`src/rtl/instruction_decode_hz.sv`:
```
// Decode stage for the 5-stage MIPS-subset pipeline.
// Holds the register file with write-first bypass, decodes control, forms the
// branch target, detects load-use hazards and registers everything into ID/EX.
module instruction_decode_hz #(
   parameter int DATA_WIDTH  = 32,
   parameter int PC_WIDTH    = 11,
   parameter int REG_ADDR_W  = 5,
   parameter int STALL_CNT_W = 16
) (
   input  logic                   clk_sys,
   input  logic                   rst,
   input  logic [31:0]            instruction,
   input  logic                   instr_valid,
   input  logic [PC_WIDTH-1:0]    current_pc,
   input  logic [DATA_WIDTH-1:0]  write_back_data,
   input  logic [REG_ADDR_W-1:0]  write_back_address,
   input  logic                   RegWrite,
   input  logic                   flush,
   input  logic [REG_ADDR_W-1:0]  dbg_addr,
   output logic [DATA_WIDTH-1:0]  dbg_data,
   output logic                   stall_out,
   output logic                   valid_out,
   output logic [DATA_WIDTH-1:0]  data_a,
   output logic [DATA_WIDTH-1:0]  data_b,
   output logic [DATA_WIDTH-1:0]  sign_extended,
   output logic [PC_WIDTH-1:0]    jump_dest_addr,
   output logic [REG_ADDR_W-1:0]  reg_dest_r_type,
   output logic [REG_ADDR_W-1:0]  reg_dest_l_type,
   output logic [REG_ADDR_W-1:0]  reg_dest_s_type,
   output logic [REG_ADDR_W-1:0]  sa,
   output logic                   RegDst_out,
   output logic                   ALUSrc_out,
   output logic                   MemToReg_out,
   output logic                   RegWrite_out,
   output logic                   MemRead_out,
   output logic                   MemWrite_out,
   output logic                   Branch_out,
   output logic [1:0]             ALUOp_out,
   output logic [STALL_CNT_W-1:0] stall_count
);

   localparam int NUM_REGS = 2 ** REG_ADDR_W;

   typedef struct packed {
      logic       reg_dst;
      logic       alu_src;
      logic       mem_to_reg;
      logic       reg_write;
      logic       mem_read;
      logic       mem_write;
      logic       branch;
      logic [1:0] alu_op;
   } ctl_t;

   logic [DATA_WIDTH-1:0]  regs_q [NUM_REGS];
   logic [DATA_WIDTH-1:0]  regs_d [NUM_REGS];

   logic                   valid_q, valid_d;
   ctl_t                   ctl_q, ctl_d, ctl_dec;
   logic [DATA_WIDTH-1:0]  data_a_q, data_a_d;
   logic [DATA_WIDTH-1:0]  data_b_q, data_b_d;
   logic [DATA_WIDTH-1:0]  sext_q, sext_d;
   logic [PC_WIDTH-1:0]    jump_q, jump_d;
   logic [REG_ADDR_W-1:0]  rd_q, rd_d;
   logic [REG_ADDR_W-1:0]  rt_q, rt_d;
   logic [REG_ADDR_W-1:0]  rs_q, rs_d;
   logic [REG_ADDR_W-1:0]  sa_q, sa_d;
   logic [STALL_CNT_W-1:0] stall_cnt_q, stall_cnt_d;

   logic [REG_ADDR_W-1:0]  rs_addr, rt_addr, rd_addr, sa_field;
   logic [5:0]             opcode;
   logic                   wb_en;
   logic                   hz;

   assign opcode   = instruction[31:26];
   assign rs_addr  = instruction[21 +: REG_ADDR_W];
   assign rt_addr  = instruction[16 +: REG_ADDR_W];
   assign rd_addr  = instruction[11 +: REG_ADDR_W];
   assign sa_field = instruction[6 +: REG_ADDR_W];
   assign wb_en    = RegWrite && (write_back_address != '0);

   // Register file next state: write-back lands at the edge, r0 is never written
   always_comb begin
      regs_d = regs_q;
      if (wb_en) regs_d[write_back_address] = write_back_data;
   end

   // Register file storage; reset clears every entry
   always_ff @(posedge clk_sys or posedge rst) begin
      if (rst) begin
         for (int i = 0; i < NUM_REGS; i++) regs_q[i] <= '0;
      end else begin
         regs_q <= regs_d;
      end
   end

   // Operand reads with same-cycle write-back bypass; r0 forced to zero
   always_comb begin
      data_a_d = regs_q[rs_addr];
      data_b_d = regs_q[rt_addr];
      if (wb_en && (write_back_address == rs_addr)) data_a_d = write_back_data;
      if (wb_en && (write_back_address == rt_addr)) data_b_d = write_back_data;
      if (rs_addr == '0) data_a_d = '0;
      if (rt_addr == '0) data_b_d = '0;
   end

   // Debug port sees the stored value only, never the bypass
   assign dbg_data = regs_q[dbg_addr];

   // Opcode to control decode; unknown opcodes behave as NOP
   always_comb begin
      ctl_dec = '0;
      unique case (opcode)
         6'h00: ctl_dec = '{reg_dst: 1'b1, reg_write: 1'b1, alu_op: 2'b10, default: '0};
         6'h23: ctl_dec = '{alu_src: 1'b1, mem_to_reg: 1'b1, reg_write: 1'b1,
                            mem_read: 1'b1, alu_op: 2'b00, default: '0};
         6'h2B: ctl_dec = '{alu_src: 1'b1, mem_write: 1'b1, alu_op: 2'b00, default: '0};
         6'h04: ctl_dec = '{branch: 1'b1, alu_op: 2'b01, default: '0};
         6'h08: ctl_dec = '{alu_src: 1'b1, reg_write: 1'b1, alu_op: 2'b00, default: '0};
         default: ctl_dec = '0;
      endcase
   end

   // Load-use hazard against the load sitting in ID/EX; flush overrides the stall
   assign hz = instr_valid && valid_q && ctl_q.mem_read && (rt_q != '0) &&
               ((rt_q == rs_addr) || (rt_q == rt_addr));
   assign stall_out = hz && !flush;

   // ID/EX next state: flush or hazard loads a bubble, otherwise the decoded instruction
   always_comb begin
      sext_d = {{(DATA_WIDTH-16){instruction[15]}}, instruction[15:0]};
      // Only the low PC_WIDTH bits of the shifted offset reach the truncated sum
      jump_d = current_pc + {sext_d[PC_WIDTH-3:0], 2'b00};
      rd_d   = rd_addr;
      rt_d   = rt_addr;
      rs_d   = rs_addr;
      sa_d   = sa_field;
      valid_d = instr_valid;
      ctl_d   = instr_valid ? ctl_dec : '0;
      if (flush || hz) begin
         valid_d = 1'b0;
         ctl_d   = '0;
      end
      stall_cnt_d = stall_cnt_q;
      if (stall_out && (stall_cnt_q != '1))
         stall_cnt_d = stall_cnt_q + {{(STALL_CNT_W-1){1'b0}}, 1'b1};
   end

   // ID/EX pipeline register and stall counter
   always_ff @(posedge clk_sys or posedge rst) begin
      if (rst) begin
         valid_q     <= 1'b0;
         ctl_q       <= '0;
         data_a_q    <= '0;
         data_b_q    <= '0;
         sext_q      <= '0;
         jump_q      <= '0;
         rd_q        <= '0;
         rt_q        <= '0;
         rs_q        <= '0;
         sa_q        <= '0;
         stall_cnt_q <= '0;
      end else begin
         valid_q     <= valid_d;
         ctl_q       <= ctl_d;
         data_a_q    <= data_a_d;
         data_b_q    <= data_b_d;
         sext_q      <= sext_d;
         jump_q      <= jump_d;
         rd_q        <= rd_d;
         rt_q        <= rt_d;
         rs_q        <= rs_d;
         sa_q        <= sa_d;
         stall_cnt_q <= stall_cnt_d;
      end
   end

   assign valid_out       = valid_q;
   assign data_a          = data_a_q;
   assign data_b          = data_b_q;
   assign sign_extended   = sext_q;
   assign jump_dest_addr  = jump_q;
   assign reg_dest_r_type = rd_q;
   assign reg_dest_l_type = rt_q;
   assign reg_dest_s_type = rs_q;
   assign sa              = sa_q;
   assign RegDst_out      = ctl_q.reg_dst;
   assign ALUSrc_out      = ctl_q.alu_src;
   assign MemToReg_out    = ctl_q.mem_to_reg;
   assign RegWrite_out    = ctl_q.reg_write;
   assign MemRead_out     = ctl_q.mem_read;
   assign MemWrite_out    = ctl_q.mem_write;
   assign Branch_out      = ctl_q.branch;
   assign ALUOp_out       = ctl_q.alu_op;
   assign stall_count     = stall_cnt_q;

endmodule
```
`config.mk`:
```
export PLATFORM = sky130hd
export DESIGN_NAME = instruction_decode_hz
export DESIGN_NICKNAME = d
export VERILOG_FILES = /design/src/rtl/instruction_decode_hz.sv
export SDC_FILE = /design/constraint.sdc
export NUM_CORES = 2
export LEC_CHECK = 0
export BUFFER_PORTS_ARGS = -buffer_cell sky130_fd_sc_hd__buf_2
export CAP_MARGIN = 0
export CORE_MARGIN = 2
export CORE_UTILIZATION = 57
export CTS_CLUSTER_DIAMETER = 30
export DETAILED_ROUTE_END_ITERATION = 7
export PLACE_DENSITY = 0.75
export SYNTH_ARGS = -nofsm -noshare
export SYNTH_HDL_FRONTEND = slang
export SYNTH_SLANG_ARGS = --single-unit
```
`constraint.sdc`:
```
create_clock -name clk_sys -period 31.4 [get_ports clk_sys]
set_input_delay 1.57 -clock clk_sys [delete_from_list [all_inputs] [get_ports clk_sys]]
set_output_delay 1.57 -clock clk_sys [all_outputs]
set_load 0.05 [all_outputs]
```
==> flow_metrics.py <==
metrics = {
    "outcome": {
        "status": "finished, final reports clean",
    },
    "synth": {
        "synth_top_area_share_pct": 43.1,
        "syn_area_per_cell_um2": 15.1,
        "netlist_top_cells_area": "dfrtp_1 (43%), mux4_2 (24%), mux2_2 (18%), mux2i_1 (3.5%), clkbuf_1 (1.6%)",
        "synthTopCellsByCount": "dfrtp_1 (1148), mux2_2 (1076), mux4_2 (717), clkbuf_1 (278), mux2i_1 (231)",
        "synthMostInstantiatedCell": "dfrtp_1",
        "syn_inst": 4423,
        "synth_largest_area_cell": "dfrtp_1",
        "synth-edff-count": 0,
        "ys_async_sr_fraction_pct": 100,
        "synth_flop_cell": "dfrtp_1",
        "synth.distinct_cells": 53,
        "synth_nets": 4523,
        "synth-seq-cells": 1148,
        "ys_warn_count": 0,
        "synth_area_mm2": 0.0666,
        "ys_seq_area_share_pct": 43.1,
    },
    "setup_path": {
        "required_ns": 29.83,
        "end_kind": "primary output",
        "criticalPathCategory": "in -> out",
        "path_max_fanout": 83,
        "cp-start-kind": "primary input",
        "arrival_ns": 5.61,
    },
    "power_and_ir_drop": {
        "power.leakage_nw": 33.7,
        "p_total_w": 0.00600,
        "power.density_mw_per_mm2": 77.2,
        "ir_worst_vdd_v": 0.0000653,
    },
    "detailed_routing": {
        "drtIter0Drc": 6537,
        "post-route-drc-count": 0,
        "finalWirelength_um": 226000,
        "vias": 47200,
        "vias_per_cell": 7.53,
        "firstDrtPassIters": 6,
        "detail-route-antenna-nets": 0,
        "avgRoutedWirePerCell_um": 36.2,
    },
    "placed_design": {
        "place_congestion": 0.842,
        "placed_cells": 5771,
        "port_buffers": 275,
        "dp_hpwl_um": 113000,
    },
    "clock_network": {
        "cts_tree": "built",
        "clock_latency_ns": 0.88,
        "holdBufCountCts": 0,
        "post-cts-setup-buffers": 0,
        "cts_buffers": 278,
        "cts_resized": 0,
        "ctsLongestPathBuffers": 4,
        "htree_levels": 5,
        "clock_sinks": 1148,
        "cts-root-buf": "clkbuf_16",
        "clk_pin_slew_ns": 0.04,
    },
    "global_routing": {
        "grt_pass1_wl_um": 330000,
        "grt_overflow": 0,
        "grt_util_all_layers_pct": 37.9,
        "grt_max_degree": 161,
        "grt_pass1_vias": 47700,
        "antenna_found_initial": 17,
    },
    "floorplan": {
        "core_area_mm2": 0.116,
        "initial_utilization_pct": 57.4,
        "fp-row-count": 125,
        "chipHeight_um": 346,
        "die_area_mm2": 0.120,
        "die_x_um": 346,
        "io_pins": 276,
    },
    "timing": {
        "fin_crit_ns": 7.18,
        "slew_headroom_pct": 8.09,
        "fin_crit_sh_pct": 22.9,
        "rsz0062_at_grt": "no",
        "setup_viol": 0,
        "tns_ns": 0,
        "finalHoldViolCount": 0,
        "fin_worst_skew_ns": 0.0385,
        "fmax_ghz": 0.139,
        "worstMarginPinSlew_ns": 1.38,
        "drv_slew": 0,
    },
    "layout": {
        "nets": 4627,
        "stdcell_count": 6259,
        "drive_gt1_share_pct": 56.3,
        "multi_input_area_mm2": 0.0357,
        "syn_to_final_growth_pct": 16.8,
        "ff_latch_area_mm2": 0.0287,
        "fill_cells": 7708,
    },
    "run": {
        "max-cap-violations": 0,
    },
    "hold_path": {
        "hold_class": "reg -> reg",
    },
}
## layout by cell type, fill, tap and decap left out, drive strengths merged, types with 3 or more instances in the layout
cell type  instances
nor2              31
inv               28
a22oi             37
a211o             26
a21o               3
a221oi            19
nand3             25
or4                3
and2               4
or2                3
o31ai             46
diode              7
a211oi            41
xor2              16
buf              366
xnor2             27
clkinv            55
nor3b              4
bufinv            26
mux2            1076
nor2b              5
a22o              46
o22ai             57
and3               5
clkbuf           350
a2111oi           19
o221ai            58
nor3              10
nand4b             3
ha                 9
a32o              18
a21oi             50
nand4              5
nand3b             5
dfrtp           1148
nand2            115
mux2i            231
mux4             717
clkinvlp          25
## through the flow
step	cell area [µm²]	hold slack [ns]	worst slack (ns)	utilization, %
2_1_floorplan	66600	0.458	13.98	-
3_3_place_gp	68500	0.396	24.19	59.0
3_5_place_dp	68500	0.403	24.13	59.0
4_1_cts	77800	0.412	24.12	67.0
5_1_grt	77800	0.421	23.89	67.1
6_report	77800	0.410	24.22	67.1
## critical path, cell delays in order
cell and delay (ns):
buf_8 0.69, buf_4 0.88, buf_4 0.68, mux4_2 0.60
mux4_2 0.50, mux2_2 0.31, buf_2 0.22
## layer usage
| layer | part of all wire (%) | up-vias | GRT usage (%) |
|---|---|---|---|
| li1 | - | 17900 | - |
| met3 | 15 | 845 | 14.2 |
| met4 | 6.2 | 14 | 20.3 |
| met1 | 37 | 24700 | 51.7 |
| met2 | 43 | 3736 | 52.9 |
| met5 | 0.13 | - | 1.40 |
## layout make-up
| class | count | share of cell area [%] |
|---|---|---|
| clock inverters | 132 | 2.07 |
| repair buffers | 367 | 2.80 |
| well taps | 1524 | 2.45 |
| clock buffers | 349 | 9.88 |
| inverters | 2 | 0.0145 |
| flip-flops and latches | 1148 | 36.9 |
| diodes | 7 | 0.0225 |
| multi-input cells | 2730 | 45.8 |
## kinds of logic (layout without fill, tap and decap cells)
group / count (synthesis) / count (layout) / synth area share [%]
flip-flops: 1148 / 1148 / 43.1
multiplexers: 2024 / 2024 / 45.9
other: 0 / 7 / 0
XOR/XNOR: 43 / 43 / 0.565
AO/OA/AOI/OAI: 423 / 423 / 4.85
adder cells (fa/ha/maj): 10 / 10 / 0.199
AND/OR/NAND/NOR: 230 / 230 / 1.65
buffers and inverters: 545 / 850 / 3.71
## registers in the layout, indices dropped and copies added, names as in the netlist
name,flops
reg_dest_l_type,5
jump_dest_addr,11
MemWrite_out,1
ALUOp_out,2
valid_out,1
sign_extended,7
regs_q,1024
reg_dest_r_type,5
stall_count,16
reg_dest_s_type,5
data_a,32
sa,4
MemRead_out,1
ALUSrc_out,1
data_b,32
RegWrite_out,1
## final timing paths
| check | from | end | slack (ns) | depth (start not counted) |
|---|---|---|---|---|
| worst max-delay path | dbg_addr[0] | dbg_data[26] | 24.22 | 7 |
| worst min-delay path | regs_q[1017] | regs_q[1017] | 0.41 | 0 |
| worst max register to register | reg_dest_l_type[2] | stall_count[3] | 29.21 | 6 |
| worst min register to register | regs_q[1017] | regs_q[1017] | 0.41 | 0 |
| max in group asynchronous | rst | regs_q[670] | 26.17 | 7 |
| min in group asynchronous | rst | regs_q[554] | 0.76 | 2 |
## where the power goes
group          total, W  internal [W]  switching [W]
logic           0.00113      0.000614       0.000521
clock network   0.00285       0.00194       0.000909
registers       0.00202       0.00175       0.000268
(Power assumes the default switching activity.)
